$ cat config.mk
export PLATFORM = sky130hd
export DESIGN_NAME = instr_trace_buffer
export DESIGN_NICKNAME = d
export VERILOG_FILES = /design/src/rtl/instr_trace_buffer_pkg.sv /design/src/rtl/trace_fifo.sv /design/src/rtl/instr_trace_buffer.sv
export SDC_FILE = /design/constraint.sdc
export NUM_CORES = 1
export LEC_CHECK = 0
export CORE_AREA = 3 3 423 425
export DETAILED_ROUTE_END_ITERATION = 10
export DIE_AREA = 0 0 426 428
export GPL_TIMING_DRIVEN = 0
export PLACE_DENSITY_LB_ADDON = 0.15
export RECOVER_POWER = 100
export SLEW_MARGIN = 0
export SYNTH_ARGS = -nofsm -noshare
export SYNTH_HDL_FRONTEND = slang
export SYNTH_SLANG_ARGS = --single-unit
$ cat constraint.sdc
create_clock -name clk_in -period 17 [get_ports clk_in]
set_input_delay 2.55 -clock clk_in [delete_from_list [all_inputs] [get_ports clk_in]]
set_output_delay 2.55 -clock clk_in [all_outputs]
set_load 0.01 [all_outputs]
$ cat src/rtl/instr_trace_buffer_pkg.sv
// Shared widths and field layout for commit-trace entries.
// An entry is packed {seq, pc, instr} with instr in the least significant bits.
package trace_pkg;
  localparam int SEQ_W     = 32;
  localparam int PC_W      = 32;
  localparam int INSTR_W   = 32;
  localparam int ENTRY_W   = SEQ_W + PC_W + INSTR_W;
  localparam int INSTR_LSB = 0;
  localparam int PC_LSB    = INSTR_W;
  localparam int SEQ_LSB   = INSTR_W + PC_W;

  function automatic logic [ENTRY_W-1:0] pack_entry(input logic [SEQ_W-1:0] seq,
                                                    input logic [PC_W-1:0] pc,
                                                    input logic [INSTR_W-1:0] instr);
    return {seq, pc, instr};
  endfunction
endpackage

$ cat src/rtl/trace_fifo.sv
// Show-ahead register-array FIFO with synchronous clear.
// The head is read combinationally and reads as zero while empty.
module trace_fifo #(
  parameter int DEPTH   = 16,
  parameter int AW      = 4,
  parameter int ENTRY_W = 96
) (
  input  logic               clk,
  input  logic               rst_n,
  input  logic               clear,
  input  logic               push,
  input  logic               pop,
  input  logic [ENTRY_W-1:0] wdata,
  output logic [ENTRY_W-1:0] rdata,
  output logic [AW:0]        count,
  output logic               full,
  output logic               empty
);
  logic [ENTRY_W-1:0] mem [DEPTH];
  logic [AW-1:0]      wptr, rptr;
  logic               pop_ok, push_ok;

  assign empty   = (count == '0);
  assign full    = (count == (AW+1)'(DEPTH));
  assign pop_ok  = pop & ~empty;
  // a pop in the same cycle frees the slot a full FIFO needs for the push
  assign push_ok = push & (~full | pop_ok);

  always_ff @(posedge clk or negedge rst_n) begin
    if (!rst_n) begin
      wptr  <= '0;
      rptr  <= '0;
      count <= '0;
    end else if (clear) begin
      wptr  <= '0;
      rptr  <= '0;
      count <= '0;
    end else begin
      if (push_ok) wptr <= wptr + 1'b1;
      if (pop_ok)  rptr <= rptr + 1'b1;
      unique case ({push_ok, pop_ok})
        2'b10:   count <= count + 1'b1;
        2'b01:   count <= count - 1'b1;
        default: count <= count;
      endcase
    end
  end

  always_ff @(posedge clk) begin
    if (push_ok && !clear) mem[wptr] <= wdata;
  end

  assign rdata = empty ? '0 : mem[rptr];
endmodule

$ cat src/rtl/instr_trace_buffer.sv
// Commit-trace capture: edge-detects instr_change, tags {pc, ir} with a sequence
// number and queues it for a valid/ready reader; drops are counted when full.
module instr_trace_buffer
  import trace_pkg::*;
#(
  parameter int DEPTH = 16,
  parameter int AW    = 4,
  parameter int OVF_W = 16
) (
  input  logic               clk_in,
  input  logic               reset,
  input  logic               instr_change,
  input  logic [PC_W-1:0]    pc_in,
  input  logic [INSTR_W-1:0] ir_in,
  input  logic               clear,
  input  logic               rd_ready,
  output logic               rd_valid,
  output logic [SEQ_W-1:0]   rd_seq,
  output logic [PC_W-1:0]    rd_pc,
  output logic [INSTR_W-1:0] rd_instr,
  output logic [AW:0]        count,
  output logic               full,
  output logic               empty,
  output logic [OVF_W-1:0]   overflow_cnt
);
  logic               chg_q, commit, pop, push, drop;
  logic [SEQ_W-1:0]   seq;
  logic [ENTRY_W-1:0] head;

  assign commit   = instr_change & ~chg_q;
  assign rd_valid = ~empty;
  assign pop      = rd_valid & rd_ready;
  assign push     = commit & (~full | pop);
  assign drop     = commit & full & ~pop;

  // chg_q keeps tracking through clear so a held level does not re-commit
  always_ff @(posedge clk_in or negedge reset) begin
    if (!reset) chg_q <= 1'b0;
    else        chg_q <= instr_change;
  end

  always_ff @(posedge clk_in or negedge reset) begin
    if (!reset) begin
      seq          <= '0;
      overflow_cnt <= '0;
    end else if (clear) begin
      seq          <= '0;
      overflow_cnt <= '0;
    end else begin
      if (commit) seq <= seq + 1'b1;
      if (drop && overflow_cnt != '1) overflow_cnt <= overflow_cnt + 1'b1;
    end
  end

  trace_fifo #(.DEPTH(DEPTH), .AW(AW), .ENTRY_W(ENTRY_W)) u_fifo (
    .clk   (clk_in),
    .rst_n (reset),
    .clear (clear),
    .push  (push),
    .pop   (pop),
    .wdata (pack_entry(seq, pc_in, ir_in)),
    .rdata (head),
    .count (count),
    .full  (full),
    .empty (empty)
  );

  assign rd_seq   = head[SEQ_LSB   +: SEQ_W];
  assign rd_pc    = head[PC_LSB    +: PC_W];
  assign rd_instr = head[INSTR_LSB +: INSTR_W];
endmodule

* After elaboration in Yosys (flattened, before gate mapping)
Memory sizes are Yosys's and may differ from the RTL's. Index checks and enable logic that the tools add are counted.
Operators by class: div/mod/pow operators 0, eq/ne operators 4, bitwise gates (word level) 13, muxes and demuxes 13, reductions and logical operators 9, add/sub/neg operators 6, shift operators 0, order comparisons 0, $mul 0
Operators by type and width (number):
- 2-to-1 mux 96 bit | 1
- 2-to-1 mux 32 bit | 2
- adder 32 x 1 -> 32 bit, second input constant | 1
- 2-to-1 mux 16 bit | 2
- adder 16 x 1 -> 16 bit, second input constant | 1
- 2-to-1 mux 4 bit | 4
- != test 16 bit, second input constant | 1
- case mux 5 bit (2 select lines) | 1
- adder 4 x 1 -> 4 bit, second input constant | 2
- nonzero test 2 bit | 4
- bitwise AND 1 bit | 7
- adder 5 x 1 -> 5 bit, second input constant | 1
- == test 5 bit, second input constant | 1
- zero test 5 bit | 1
- 2-to-1 mux 5 bit | 1
- subtractor 5 x 1 -> 5 bit, second input constant | 1
- NOT 1 bit | 4
- nonzero test 3 bit | 1
- == test 2 x 1 -> 1 bit, second input constant | 1
- == test 2 bit, second input constant | 1
- logical AND 1 bit | 2
- 2-to-1 mux 1 bit | 2
- bitwise OR 1 bit | 2
- zero test 1 bit | 1
Word-level totals: bits in latches 0, flip-flop bits (word level) 62, ROM bits 0, word-level logic and storage cells 52, memories kept 1, memory bits (writable) 1536, output and inout port bits 120
Memories:
- u_fifo.mem | words 16, width 96, read ports 1, clocked after memory_dff 0, write ports 1, line trace_fifo.sv:19 | logic [ENTRY_W-1:0] mem [DEPTH];

* Logic depth before layout (Yosys ltp)
Gate-level depths: netlist (run 1).
depth after elaboration 9, depth in mapped cells 10, mapped depth without buffers 9

* Modules after synthesis
A second synthesis (run 1) with hierarchy kept.
Unflattened totals: cells, all modules 2736, area total of the unflattened synthesis 61476.5 um^2
Modules (own cells, without submodules):
- trace_fifo | area each 58896.5 um^2, instances 1, cells each 2471
- instr_trace_buffer | area each 2580.0 um^2, instances 1, cells each 265

* Least setup slack after synthesis (run 1)
OpenSTA, ideal clock, no wires.
kind input-to-reg, start point input port instr_change, end point memory u_fifo.mem[15][0] (enable), stages on the path 4, required time 16448 ps, slack 9120 ps, arrival time 7328 ps, buffers on the path 0, cells stage by stage nand2b_1 a31oi_1 nand2_1 nor2_1
On the way: cells in the longest elaborated chain, start to end 6
Ends and longest elaborated chain:
- start, declared | line instr_trace_buffer.sv:12 | input logic instr_change,
- bitwise AND 1 bit | line instr_trace_buffer.sv:30 | assign commit = instr_change & ~chg_q;
- bitwise AND 1 bit | line instr_trace_buffer.sv:33 | assign push = commit & (~full | pop);
- bitwise AND 1 bit | line trace_fifo.sv:27 | assign push_ok = push & (~full | pop_ok);
- logical AND 1 bit | line trace_fifo.sv:50 | if (push_ok && !clear) mem[wptr] <= wdata;
- 2-to-1 mux 1 bit | line trace_fifo.sv:50
- 2-to-1 mux 1 bit (not written as such) | line trace_fifo.sv:50
- end, declared | line trace_fifo.sv:19
No other way between the ends.

* Final worst setup path (run 1)
start point register u_fifo.count[1], end point output port rd_seq[18]
On the way: cells in the longest elaborated chain, start to end 2
Ends and longest elaborated chain:
- start, declared | line trace_fifo.sv:15 | output logic [AW:0] count,
- start signal, assigned | line trace_fifo.sv:42 | 2'b10: count <= count + 1'b1;
- start signal, assigned | line trace_fifo.sv:43 | 2'b01: count <= count - 1'b1;
- start signal, assigned | line trace_fifo.sv:44 | default: count <= count;
- zero test 5 bit | line trace_fifo.sv:23 | assign empty = (count == '0);
- 2-to-1 mux 96 bit | line trace_fifo.sv:53 | assign rdata = empty ? '0 : mem[rptr];
- end, declared | line instr_trace_buffer.sv:18 | output logic [SEQ_W-1:0] rd_seq,
No other way between the ends.

==> impl_results.md, run 1 <==
- Status: finished with violations
- Failing checks: capacitance limit, slew limit
- FMAX: 110 MHz
- Routed Antenna Nets: 0
- Slew Limit Headroom: -151%
- First-pass GRT wire length: 231 mm
- Post_cts resized: 0
- Post-synth design cell area: 61300 um2
- GPL Wtd Cong: 0.726
- Number of flops mapped to enable cells by yosys: 1536
- Die W: between 400 and 500 um
- Post-CTS Hold Buffers: 0
- Root cell of the clock tree: clkbuf_16
- Hold EP: u_fifo.count[3]
- PwrDens: 139 nW/um2
- Switching Share: 26.8%
- Area contributors post-synth: edfxtp_1, mux4_2, mux2i_1
- DIE HEIGHT: 428 um
- Final Critical Period: 9.06 ns
- Gr usage total: around 18%
- Critical path peak fanout: 10
- Largest net degree at the start of global routing: 63
- Top FF cell, synth: edfxtp_1
- Hold path cells: 2
- Tcrit/Tclk final: 53.3%
- Setup Buffers After CTS: 0
- WL/cell: between 20 and 30 um
- RSZ-0062 raised after global routing: false
- Logic pwr share: 21.0%
- Sw power: approximately 2.7 mW
- Drt drc: 0
- Worst r2r src: u_fifo.count[1]
- Post-synthesis simple-gate area fraction: 1.65%
- Worst-Margin Slew: 3.76 ns
- Synth top area share: 75.2%
- GRT overflow: 0
- Filler instances: 15.4k
- Element type at the critical path start: flop
- Via-to-Cell Ratio: 5.25
- Endpoint class of the critical path: primary output
- Worst Skew: 0.0342 ns
- LEAKAGE: 22.5 nW
- Max_cap viols: 61
- Wirelength, routed: 163 mm
- Clk pwr share: between 30% and 40%
- CP bufs+invs: 4
- Most common cell in the netlist: edfxtp_1
- Initial antenna violation count: 28
- Asr flop ratio synth: 3.88%
- Hold path startpoint: u_fifo.count[3]
- Area delta synth->final: 17.0%
- Vias in the first global route: 31.4k
- Synth Area in Adders: 0.184%
- CP max-delay cell: nor4_1
- #FFs+latches synth: between 1.5k and 2k
- Power Internal: 7.31 mW
- Sum Neg Setup Slack: 0 ns
- Vias: 29.6k
- Seq/Total Area, Yosys: 77.8%
- Kind of critical path: flop to primary output
- Share of layout cells above drive strength 1: 20.4%
- YS warnings: 0
- CTS Buffer Depth: 3
- TritonCTS buffer count: 168
- Initial core utilization: 34.9%
- R2R Path End: u_fifo.mem[8][43]
- Critical Path AT: 6.51 ns
- DR iter-0 viols: 2586
- H-tree depth: 4
- Critical Path, Cell by Cell: buf_2 > nor4_1 > nand2_1 > nand2_1 > clkbuf_1 > clkbuf_1 > o22ai_1 > dlygate4sd3_1
- Top post-synthesis cells by count: edfxtp_1, mux4_2, mux2i_1
- Area leader, netlist: edfxtp_1
- Die area: around 180000 um2
- Boundary pin count: 189
- R2r setup slk: 9.91 ns
- Clock Sinks: 1598
- Hold WS: 0.573 ns
- Avg Cell Area, Syn: ~23 um2
- Worst-skew pair later-pin latency: roughly 0.8 ns
- Core ar.: 176000 um2
- CTS clk-pin slew, worst paths: 0.06 ns
- Pins Over Slew Limit: 1245
- Clock tree from TritonCTS: built
- Post-synthesis mux area share: 17.4%
- Crit-path max cell delay: roughly 1.2 ns
- IO Port Bufs: 188
- Endpoints failing hold: 0
- R2R depth: 8
- Nets: between 3k and 4k
- Dpl hpwl: about 100 mm
- Post-synth net total: between 2k and 3k
- Synth Area in XOR/XNOR: 0.557%
- Required @ worst endpoint: 14.45 ns
- Pre-antenna DRT Iters: 6
- Synth cell types: 52
- IR drop worst, VDD: between 90 and 100 uV
- Largest family of logic cells by synthesized area: multiplexers
- Final setup fails: 0
- HP Class: flop to flop
- Compound-Gate Fraction of Synth Area: around 1.4%
- Site row count: 154
- Part of the power in registers: 43.4%
- CP delay by family, top: simple AND/OR/NAND/NOR gates
- Mapped Cells: 2712
-- power groups by stage --
stage | sequential, mW | clock (mW) | combinational (mW)
detailed placement | 4.42 | 0 | 2.24
global placement | 4.42 | 0 | 2.22
global route | 4.33 | 3.81 | 2.26
finish | 4.33 | 3.56 | 2.09
CTS | 4.33 | 3.65 | 2.25
floorplan | 4.42 | 0 | 1.23
-- metrics by stage --
| step | total power, mW | area [um2] | worst slack [ns] | util (%) | cells |
|---|---|---|---|---|---|
| floorplan | 5.65 | 61300 | 9.12 | - | 2712 |
| global placement | 6.65 | 66100 | 1.96 | 37.6 | 5240 |
| detailed placement | 6.66 | 68000 | 9.81 | 38.7 | 5322 |
| CTS | 10.2 | 73300 | 8.88 | 41.7 | 5632 |
| global route | 10.4 | 71700 | 7.51 | 40.8 | 5634 |
| finish | 9.99 | 71700 | 7.94 | 40.8 | 5636 |
-- per-layer routing --
layer / GRT usage (%) / vias up / wire length [um]
li1: - / 12384 / -
met1: 24.0 / 16053 / 69100
met2: 29.4 / 929 / 80800
met3: 3.32 / 248 / 8630
met4: 5.46 / 0 / 4450
met5: 0 / - / 0
-- cell type report --
type | count | area, um2 | area share [%]
multi-input cells | 962 | 12900 | 18.0
flip-flops and latches | 1598 | 47700 | 66.5
clock inverters | 95 | 764 | 1.07
diodes | 4 | 10.0 | 0.0140
inverters | 9 | 33.8 | 0.0471
clock buffers | 215 | 4590 | 6.40
repair buffers | 270 | 2180 | 3.04
plain buffers | 143 | 608 | 0.848
well taps | 2340 | 2930 | 4.08
-- registers in the layout (all words and copies together), names as in the netlist --
name	flops
u_fifo.mem	1536
seq	32
overflow_cnt	16
u_fifo.count	5
u_fifo.rptr	4
u_fifo.wptr	4
chg_q	1
-- placed cells by master (no fill, tap or decap), drive strengths merged, types with 26 or more instances in the layout --
cell	netlist	routed
edfxtp	1536	1536
mux4	384	384
clkbuf	69	377
mux2i	197	197
dlygate4sd3	0	180
o22ai	96	96
clkinv	0	75
nor2	72	72
buf	74	64
dfrtp	62	62
xnor2	28	28
nand2	26	26
-- worst max path at each step --
stage / start / to / cells past startpoint
final: u_fifo.count[1] / rd_seq[18] / 8
after floorplan: instr_change / u_fifo.mem[15][0] / 4
after global routing: u_fifo.count[1] / rd_seq[18] / 8
after CTS: u_fifo.rptr[1] / rd_seq[31] / 7
after detailed placement: u_fifo.rptr[1] / rd_seq[31] / 7
after global placement: instr_change / u_fifo.mem[3][46] / 5
-- worst reg2reg max path, cell delays in order, from the launching register on --
cell      delay, ns
dfrtp_1        0.36
buf_2          0.19
nor4_1         0.18
a31oi_1        0.61
nand2_1        0.27
nor2_1         0.89
clkbuf_1       1.29
clkbuf_1       1.44
clkbuf_1       1.41
-- cell families (layout without fill, tap and decap cells) --
family / count (synthesis) / in the layout
buf+inv: 152 / 732
mux: 585 / 585
flops: 1598 / 1598
compound gates: 132 / 132
simple gates: 197 / 197
xor+xnor: 39 / 39
fa+ha+maj: 9 / 9
other cells: 0 / 4
No activity file was read; power rests on OpenSTA's default activity.
==> inputs of run 2 (changes only) <==
- clock period: 17 -> 9.3 ns (I/O delays scaled with it)
==> impl_results.md, run 2 (synthesized netlist as in run 1, its figures left out) <==
- Worst-skew pair later-pin latency: approximately 0.80 ns
- Setup ws final: 1.60 ns
- Max_cap viols: 61
- Dpl hpwl: 104 mm
- Clock tree from TritonCTS: built
- Worst slack, placed: between 3 and 4 ns
- Max reg flops: roughly 1.5k
- Slew Limit Headroom: -151%
- Element type at the critical path start: flop
- GRT overflow: 0
- Hold WS: approximately 0.57 ns
- Final Power: approximately 18 mW
- Status: finished with violations
- Initial antenna violation count: 28
- Most frequent cells in the layout: edfxtp_1, mux4_2, mux2i_1, clkbuf_1, clkbuf_16
- Regs by FF count: u_fifo.mem: 1536 flops, seq: 32 flops, overflow_cnt: 16 flops
- Die area: roughly 180000 um2
- Gr usage total: 17.8%
- Critical Path, Cell by Cell: buf_2 > nor4_1 > nand2_1 > nand2_1 > clkbuf_1 > clkbuf_1 > o22ai_1 > dlygate4sd3_1
- First-pass GRT wire length: 231 mm
- Post_cts resized: 0
- Share of layout cells above drive strength 1: 20.4%
- GPL Wtd Cong: 0.726
- Critical Path AT: 6.31 ns
- Pre-antenna DRT Iters: 6
- Setup Buffers After CTS: 0
- Filler instances: 15.4k
- WL/cell: 28.9 um
- Fin area: 71700 um2
- Critical path peak fanout: 10
- Clock Sinks: ~1.6k
- PwrDens: between 200 and 300 nW/um2
- Post-CTS Hold Buffers: 0
- Site row count: ~150
- Failing checks: capacitance limit, slew limit
- RSZ-0062 raised after global routing: false
- CTS Buffer Depth: 3
- DIE HEIGHT: 428 um
- CP max-delay cell: nor4_1
- Final setup fails: 0
- Vias in the first global route: 31.4k
- Area delta synth->final: 17.0%
- Largest net degree at the start of global routing: 63
- Core ar.: 176000 um2
- IO Port Bufs: about 190
- Required @ worst endpoint: roughly 7.9 ns
- Final Critical Period: 7.70 ns
- Worst Skew: between 0.03 and 0.04 ns
- CP delay by family, top: simple AND/OR/NAND/NOR gates
- Wirelength, routed: 163 mm
- FMAX: 130 MHz
- Pins Over Slew Limit: 1245
- Tcrit/Tclk final: 82.8%
- DR iter-0 viols: 2586
- Endpoint class of the critical path: primary output
- LEAKAGE: 22.4 nW
- H-tree depth: 4
- HP Class: flop to flop
- CP bufs+invs: 4
- Kind of critical path: flop to primary output
- Initial core utilization: approximately a third
- Drt drc: 0
- Multi-input logic area: 12900 um2
- Endpoints failing hold: 0
- TritonCTS buffer count: 168
- Most common cell after layout, fill and taps aside: edfxtp_1
- Routed Antenna Nets: 0
- Placed inst area: 68000 um2
- CTS clk-pin slew, worst paths: 0.06 ns
- Biggest register: u_fifo.mem
- Boundary pin count: 189
- Root cell of the clock tree: clkbuf_16
- Sequential cell area: 47700 um2
- Via-to-Cell Ratio: 5.26
- Sum Neg Setup Slack: 0 ns
- IR drop worst, VDD: about 170 uV
- Worst-Margin Slew: 3.76 ns
- Die W: ~430 um
- Crit-path max cell delay: 1.18 ns
- Vias: 29.6k
- Nets: 3230
run 2: changes by cell type in the layout (fill, tap and decap cells not counted), sizes merged:
cell and delta:
dlygate4sd3 -13, buf +1, clkbuf -1, clkdlybuf4s50 +13
run 2: worst min-delay path: stages, from the launching register on:
cell and delay, ns:
dfrtp_1 0.41, nand2_1 0.07, o31ai_1 0.06
run 2: final timing paths:
kind / startpoint / end / slack (ns) / depth (start not counted)
worst max-delay path: u_fifo.count[1] / rd_pc[29] / 1.60 / 8
worst min-delay path: u_fifo.count[3] / u_fifo.count[3] / 0.57 / 2
worst max register to register: u_fifo.count[1] / u_fifo.mem[8][43] / 2.21 / 8
worst min register to register: u_fifo.count[3] / u_fifo.count[3] / 0.57 / 2
max in group asynchronous: reset / seq[25] / 5.29 / 1
min in group asynchronous: reset / u_fifo.count[2] / 1.89 / 1
run 2: per-stage QoR:
step | std cells | utilization [%]
final | 5636 | 40.8
after global routing | 5634 | 40.8
after CTS | 5632 | 41.7
after detailed placement | 5322 | 38.7
after global placement | 5240 | 37.6
after floorplan | 2712 | -
run 2: power by group:
part	total [mW]	internal [mW]	leakage [nW]	switching, mW
combinational	3.84	1.69	4.33	2.15
sequential	7.92	7.90	15.5	0.0247
clock	6.51	3.78	2.62	2.72
run 2: layout make-up:
cell class	instances	share of cell area (%)
timing repair buffer	270	3.04
inverter	9	0.0471
antenna	4	0.0140
buffer	143	0.850
clock inverter	95	1.07
clock buffer	215	6.40
tap	2340	4.08
multi-input combinational	962	18.0
sequential	1598	66.5
run 2: metal layers:
metal | global-route usage (%) | vias up | part of all wire (%)
met5 | 0 | - | 0
met4 | 5.46 | 0 | 2.7
met3 | 3.32 | 243 | 5.3
met2 | 29.4 | 930 | 50
met1 | 24.0 | 16071 | 42
li1 | - | 12384 | -
